--- config.mk ---
export PLATFORM = sky130hd
export DESIGN_NAME = parallel_rw_lock
export DESIGN_NICKNAME = d
export VERILOG_FILES = /design/src/rtl/parallel_rw_lock.sv
export SDC_FILE = /design/constraint.sdc
export NUM_CORES = 1
export LEC_CHECK = 0
export BUFFER_PORTS_ARGS = -buffer_cell sky130_fd_sc_hd__buf_2
export CAP_MARGIN = 30
export CORE_ASPECT_RATIO = 0.7
export CORE_MARGIN = 1.5
export CORE_UTILIZATION = 46
export CTS_CLUSTER_SIZE = 14
export DETAILED_ROUTE_END_ITERATION = 7
export GPL_ROUTABILITY_DRIVEN = 0
export GPL_TIMING_DRIVEN = 0
export PLACE_DENSITY = 0.72
export SYNTH_ARGS = -nofsm -noshare
export SYNTH_HDL_FRONTEND = slang
export SYNTH_SLANG_ARGS = --single-unit
--- constraint.sdc ---
create_clock -name clk -period 9.9 [get_ports clk]
set_input_delay 1.98 -clock clk [delete_from_list [all_inputs] [get_ports clk]]
set_output_delay 1.98 -clock clk [all_outputs]
set_load 0.02 [all_outputs]
--- src/rtl/parallel_rw_lock.sv ---
// Shared/exclusive lock arbiter: each port acquires a read or write hold,
// granted in wrap-around issue-ID order so a pending writer is never overtaken.
module parallel_rw_lock #(
  parameter int NUM_PORTS = 4,
  parameter int ID_WIDTH  = 4
) (
  input  logic                                clk,
  input  logic                                rst_n,
  input  logic [NUM_PORTS-1:0]                req_read,
  input  logic [NUM_PORTS-1:0]                req_write,
  input  logic [NUM_PORTS-1:0][ID_WIDTH-1:0]  req_issue_id,
  input  logic [NUM_PORTS-1:0]                release_lock,
  output logic [NUM_PORTS-1:0]                grant,
  output logic                                lock_busy
);

  typedef enum logic [1:0] {MODE_IDLE, MODE_READ, MODE_WRITE} mode_e;

  mode_e                mode_q, mode_d;
  logic [NUM_PORTS-1:0] held_q, held_d;

  logic [NUM_PORTS-1:0] pending, pend_wr, pend_rd;
  logic [NUM_PORTS-1:0] old_vec, new_gnt;
  logic [ID_WIDTH-1:0]  old_id, wr_id;
  int                   old_idx, wr_idx;
  logic                 any_pend, any_wr, wr_gnt;

  // Wrap-around age: a is older when (a - b) read as a signed tag is negative.
  function automatic logic is_older(input logic [ID_WIDTH-1:0] a_id, input int a_idx,
                                    input logic [ID_WIDTH-1:0] b_id, input int b_idx);
    logic [ID_WIDTH-1:0]        raw;
    logic signed [ID_WIDTH-1:0] diff;
    raw  = a_id - b_id;
    diff = $signed(raw);
    return (diff < 0) || ((a_id == b_id) && (a_idx < b_idx));
  endfunction

  always_comb begin
    pending  = (req_read | req_write) & ~held_q;
    pend_wr  = pending & req_write;
    pend_rd  = pending & ~req_write;
    any_pend = 1'b0;
    any_wr   = 1'b0;
    old_vec  = '0;
    old_id   = '0;
    old_idx  = 0;
    wr_id    = '0;
    wr_idx   = 0;
    new_gnt  = '0;
    wr_gnt   = 1'b0;

    for (int i = 0; i < NUM_PORTS; i++) begin
      if (pending[i] && (!any_pend || is_older(req_issue_id[i], i, old_id, old_idx))) begin
        any_pend   = 1'b1;
        old_vec    = '0;
        old_vec[i] = 1'b1;
        old_id     = req_issue_id[i];
        old_idx    = i;
      end
      if (pend_wr[i] && (!any_wr || is_older(req_issue_id[i], i, wr_id, wr_idx))) begin
        any_wr = 1'b1;
        wr_id  = req_issue_id[i];
        wr_idx = i;
      end
    end

    // Acquisition looks only at pre-release holds; releases land on the same edge.
    if ((held_q == '0) && any_pend && ((old_vec & pend_wr) != '0)) begin
      new_gnt = old_vec;
      wr_gnt  = 1'b1;
    end else if (mode_q != MODE_WRITE) begin
      for (int i = 0; i < NUM_PORTS; i++) begin
        if (pend_rd[i] && (!any_wr || is_older(req_issue_id[i], i, wr_id, wr_idx)))
          new_gnt[i] = 1'b1;
      end
    end

    held_d = (held_q & ~release_lock) | new_gnt;

    if (held_d == '0)            mode_d = MODE_IDLE;
    else if (wr_gnt)             mode_d = MODE_WRITE;
    else if (mode_q == MODE_IDLE) mode_d = MODE_READ;
    else                         mode_d = mode_q;
  end

  always_ff @(posedge clk or negedge rst_n) begin
    if (!rst_n) begin
      held_q <= '0;
      mode_q <= MODE_IDLE;
    end else begin
      held_q <= held_d;
      mode_q <= mode_d;
    end
  end

  assign grant     = held_q;
  assign lock_busy = |held_q;

endmodule

==> metrics.log <==
[metrics] fraction of final layout cells sized beyond drive strength 1: 0.2119
[metrics] placed instance area: 2522 sq um
[metrics] setup repair after global routing missed its margin: no
[metrics] vias per inst: ~6
[metrics] result of the run: finished clean
[metrics] final-layout fill cell count: 470
[metrics] Worst-path clk slew: roughly 0.03 ns
[metrics] most repeated cell in the gate-level netlist after synthesis: sky130_fd_sc_hd__nor2_1
[metrics] net count of the finished layout: 409
[metrics] register area share after synthesis: 0.06568
[metrics] EDFF count, synth: 0
[metrics] largest cells by area after synthesis: sky130_fd_sc_hd__ha_1 (13%), sky130_fd_sc_hd__nor2_1 (6.7%), sky130_fd_sc_hd__dfrtp_1 (6.6%)
[metrics] top fanout value on the critical path: 7
[metrics] Ys Warns: 0
[metrics] dominant synthesized flop cell: sky130_fd_sc_hd__dfrtp_1
[metrics] via count of the routed design: 2554
[metrics] P_leak: 1.123 nW
[metrics] initial antenna violation count: 0
[metrics] CTS Buf Count: 3
[metrics] x dimension of the die: 87.26 microns
[metrics] cell at the root of the clock tree: sky130_fd_sc_hd__clkbuf_8
[metrics] overall track demand over capacity in global routing: 0.2434
[metrics] Peak VDD IR: 77.89 uV
[metrics] boundary pin count: 35
[metrics] multi-input logic area: 2056 sq um
[metrics] final max-slew violation count: 0
[metrics] hold buffers post-CTS: 0
[metrics] total overflow reported by the global router: 0
[metrics] via count of the first global-routing pass: 2164
[metrics] master of the slowest instance on the critical path: sky130_fd_sc_hd__or4_1
[metrics] count of TritonRoute iterations in the first routing pass: 4
[metrics] Critical Path AT: about 9.4 ns
[metrics] sort of element at the start of the critical path: input port
[metrics] clock tree from TritonCTS: built
[metrics] initial detailed-routing violation count: roughly 290
[metrics] Setup Skew: 0.002516 ns
[metrics] number of buffers added for setup after CTS: 0
[metrics] most frequent cells after synthesis: sky130_fd_sc_hd__nor2_1 (41), sky130_fd_sc_hd__nand2_1 (34), sky130_fd_sc_hd__a21oi_1 (29)
[metrics] Syn Inst Count: ~320
[metrics] Routed wire per std cell: 15.74 microns
[metrics] row count: 21
[metrics] most repeated library cell on the critical path: sky130_fd_sc_hd__ha_1
[metrics] worst skew pair latency: about 0.22 ns
[metrics] finished layout cell area: around 2600 sq um
[metrics] min Tclk post-route: 9.312 ns
[metrics] register area: 150.1 sq um
[metrics] pin slew with the least headroom to its limit: 0.8659 ns
[metrics] final-report setup violation count: 0
[metrics] Setup Crit Path Kind: input port to flip-flop
[metrics] remaining antenna violation count after routing: 0
[metrics] number of distinct library cells after synthesis: 72
[metrics] final worst setup slack: between 0.5 and 0.6 ns
[metrics] critical path data required time: 9.99 ns
[metrics] Bufs and invs on worst path: 3
[metrics] total detailed-routing wirelength: roughly 6.7 mm
[metrics] delay of the slowest critical-path stage: ~0.47 ns
[metrics] pin count of the biggest net entering global routing: 11
[metrics] top cell type's share of synthesized area: 0.1259
[metrics] class of the tightest hold or removal check: flip-flop to flip-flop
[metrics] HPWL reported at the end of detailed placement: 5.671 mm
[metrics] total number of clock tree sinks: 6
[metrics] height of the die: 61.98 microns
[metrics] ant diodes: 0
[metrics] Clock Tree Buf Depth: 2
[metrics] Total Negative Setup Slacks: 0 ns
[metrics] relative slew slack: 0.4062
[metrics] Fmax: 0.1074 GHz
[metrics] family of cells with the greatest summed delay on the critical path: simple AND/OR/NAND/NOR gates
[metrics] number of maximum-capacitance violations: 0
[metrics] DRC violation count after routing: 0
[metrics] power density normalized to cell area: approximately 230 nW/um^2
[metrics] post-synthesis to final-layout area growth: 12.92%
[metrics] number of buffers inserted by port buffering: 30
[metrics] Synth area leader: sky130_fd_sc_hd__ha_1
[metrics] die area: 5408 sq um
[metrics] Std-Cell Core Area: 4782 sq um
[metrics] portion of the clock cycle consumed by the worst path in the final layout: 0.9406
[metrics] Syn Nets: 374
[metrics] total standard cell area after synthesis: 2286 sq um
[metrics] wire length of the first global-routing pass: 10.23 mm
[metrics] nature of the critical path endpoint: flip-flop
[metrics] worst slack at placement: -0.03177 ns
[metrics] final hold violations: 0
[metrics] initial standard-cell utilization of the core: 0.4780
[metrics] depth of the CTS H-tree: 1
[metrics] per-instance average area after synthesis: 7.121 sq um
[metrics] share of synthesized registers carrying an async set or reset: 1.000
[metrics] flop and latch count out of synthesis: 6
flip-flops by register name, indices dropped and copies added, names as in the netlist:
register  cells
mode_q        2
grant         4
final timing paths:
| kind | start | to | slack, ns | depth (start not counted) |
|---|---|---|---|---|
| min | mode_q[1] | mode_q[1] | 0.54 | 2 |
| max in group asynchronous | rst_n | mode_q[0] | 8.18 | 1 |
| max reg2reg | grant[0] | mode_q[0] | 1.99 | 35 |
| max | req_write[0] | mode_q[0] | 0.59 | 36 |
| min reg2reg | mode_q[1] | mode_q[1] | 0.54 | 2 |
| min in group asynchronous | rst_n | grant[0] | 1.57 | 1 |
final cells by class:
cell class | count | area share
Clock buffer | 3 | 0.01600
Buffer | 8 | 0.02036
Timing Repair Buffer | 30 | 0.05817
Inverter | 12 | 0.01745
Tap cell | 69 | 0.03345
Multi-Input combinational cell | 295 | 0.7964
Sequential cell | 6 | 0.05817
worst register-to-register path, delay by kind of cell, from the launching register on:
family	cells	cell delay [ns]
AO/OA/AOI/OAI	12	2.34
adder cells (fa/ha/maj)	4	1.23
buffers and inverters	2	0.20
flip-flops	1	0.43
multiplexers	2	0.76
AND/OR/NAND/NOR	15	2.82
power breakdown:
group | total [mW] | internal (mW) | switching [mW] | leakage, nW
combinational | 0.507 | 0.205 | 0.302 | 1.03
clock | 0.0360 | 0.0261 | 0.00992 | 0.0216
sequential | 0.0468 | 0.0353 | 0.0116 | 0.0761
through the flow:
step / power, mW / hold WS (ns) / instances / util
floorplan: 0.4339 / 0.5017 / 321 / -
finish: 0.5893 / 0.5394 / 423 / 0.5398
global placement: 0.5312 / 0.5388 / 420 / 0.5275
CTS: 0.5815 / 0.5459 / 423 / 0.5361
global route: 0.6484 / 0.5748 / 423 / 0.5398
detailed placement: 0.5419 / 0.5379 / 420 / 0.5275
cell families (layout without fill, tap and decap cells):
family          after synthesis  in the layout  share of synthesized area
simple gates                146            146                     0.3268
compound gates              105            105                     0.3448
fa+ha+maj                    23             23                     0.1259
mux                          13             13                    0.06349
flops                         6              6                    0.06568
buf+inv                      20             53                    0.04269
xor+xnor                      8              8                    0.03065
layer usage:
| metal | vias up | global-route usage | routed length (microns) |
|---|---|---|---|
| met5 | - | 0 | 0 |
| met4 | 0 | 0.002268 | 0 |
| met3 | 0 | 0.03170 | 525 |
| met2 | 80 | 0.3846 | 2791 |
| met1 | 1189 | 0.3736 | 3343 |
| li1 | 1285 | - | - |
cells in the final DEF (no fill, tap or decap), types with 6 or more instances in the layout:
| cell type | synthesis | routed |
|---|---|---|
| sky130_fd_sc_hd__ha_1 | 23 | 23 |
| sky130_fd_sc_hd__nand2_1 | 34 | 34 |
| sky130_fd_sc_hd__nand2b_1 | 8 | 8 |
| sky130_fd_sc_hd__nor2b_1 | 8 | 8 |
| sky130_fd_sc_hd__dfrtp_1 | 6 | 6 |
| sky130_fd_sc_hd__nor2_1 | 41 | 40 |
| sky130_fd_sc_hd__a21oi_1 | 29 | 28 |
| sky130_fd_sc_hd__mux2i_1 | 8 | 8 |
| sky130_fd_sc_hd__inv_1 | 11 | 11 |
| sky130_fd_sc_hd__nand3_1 | 14 | 14 |
| sky130_fd_sc_hd__o21ai_0 | 16 | 15 |
| sky130_fd_sc_hd__buf_2 | 3 | 33 |
timing repair:
action                     CTS  global route
hold endpoints to repair     0             0
setup endpoints to repair    0             3
resized for setup            0             5
Note: power is estimated with default switching activity, not from simulation.
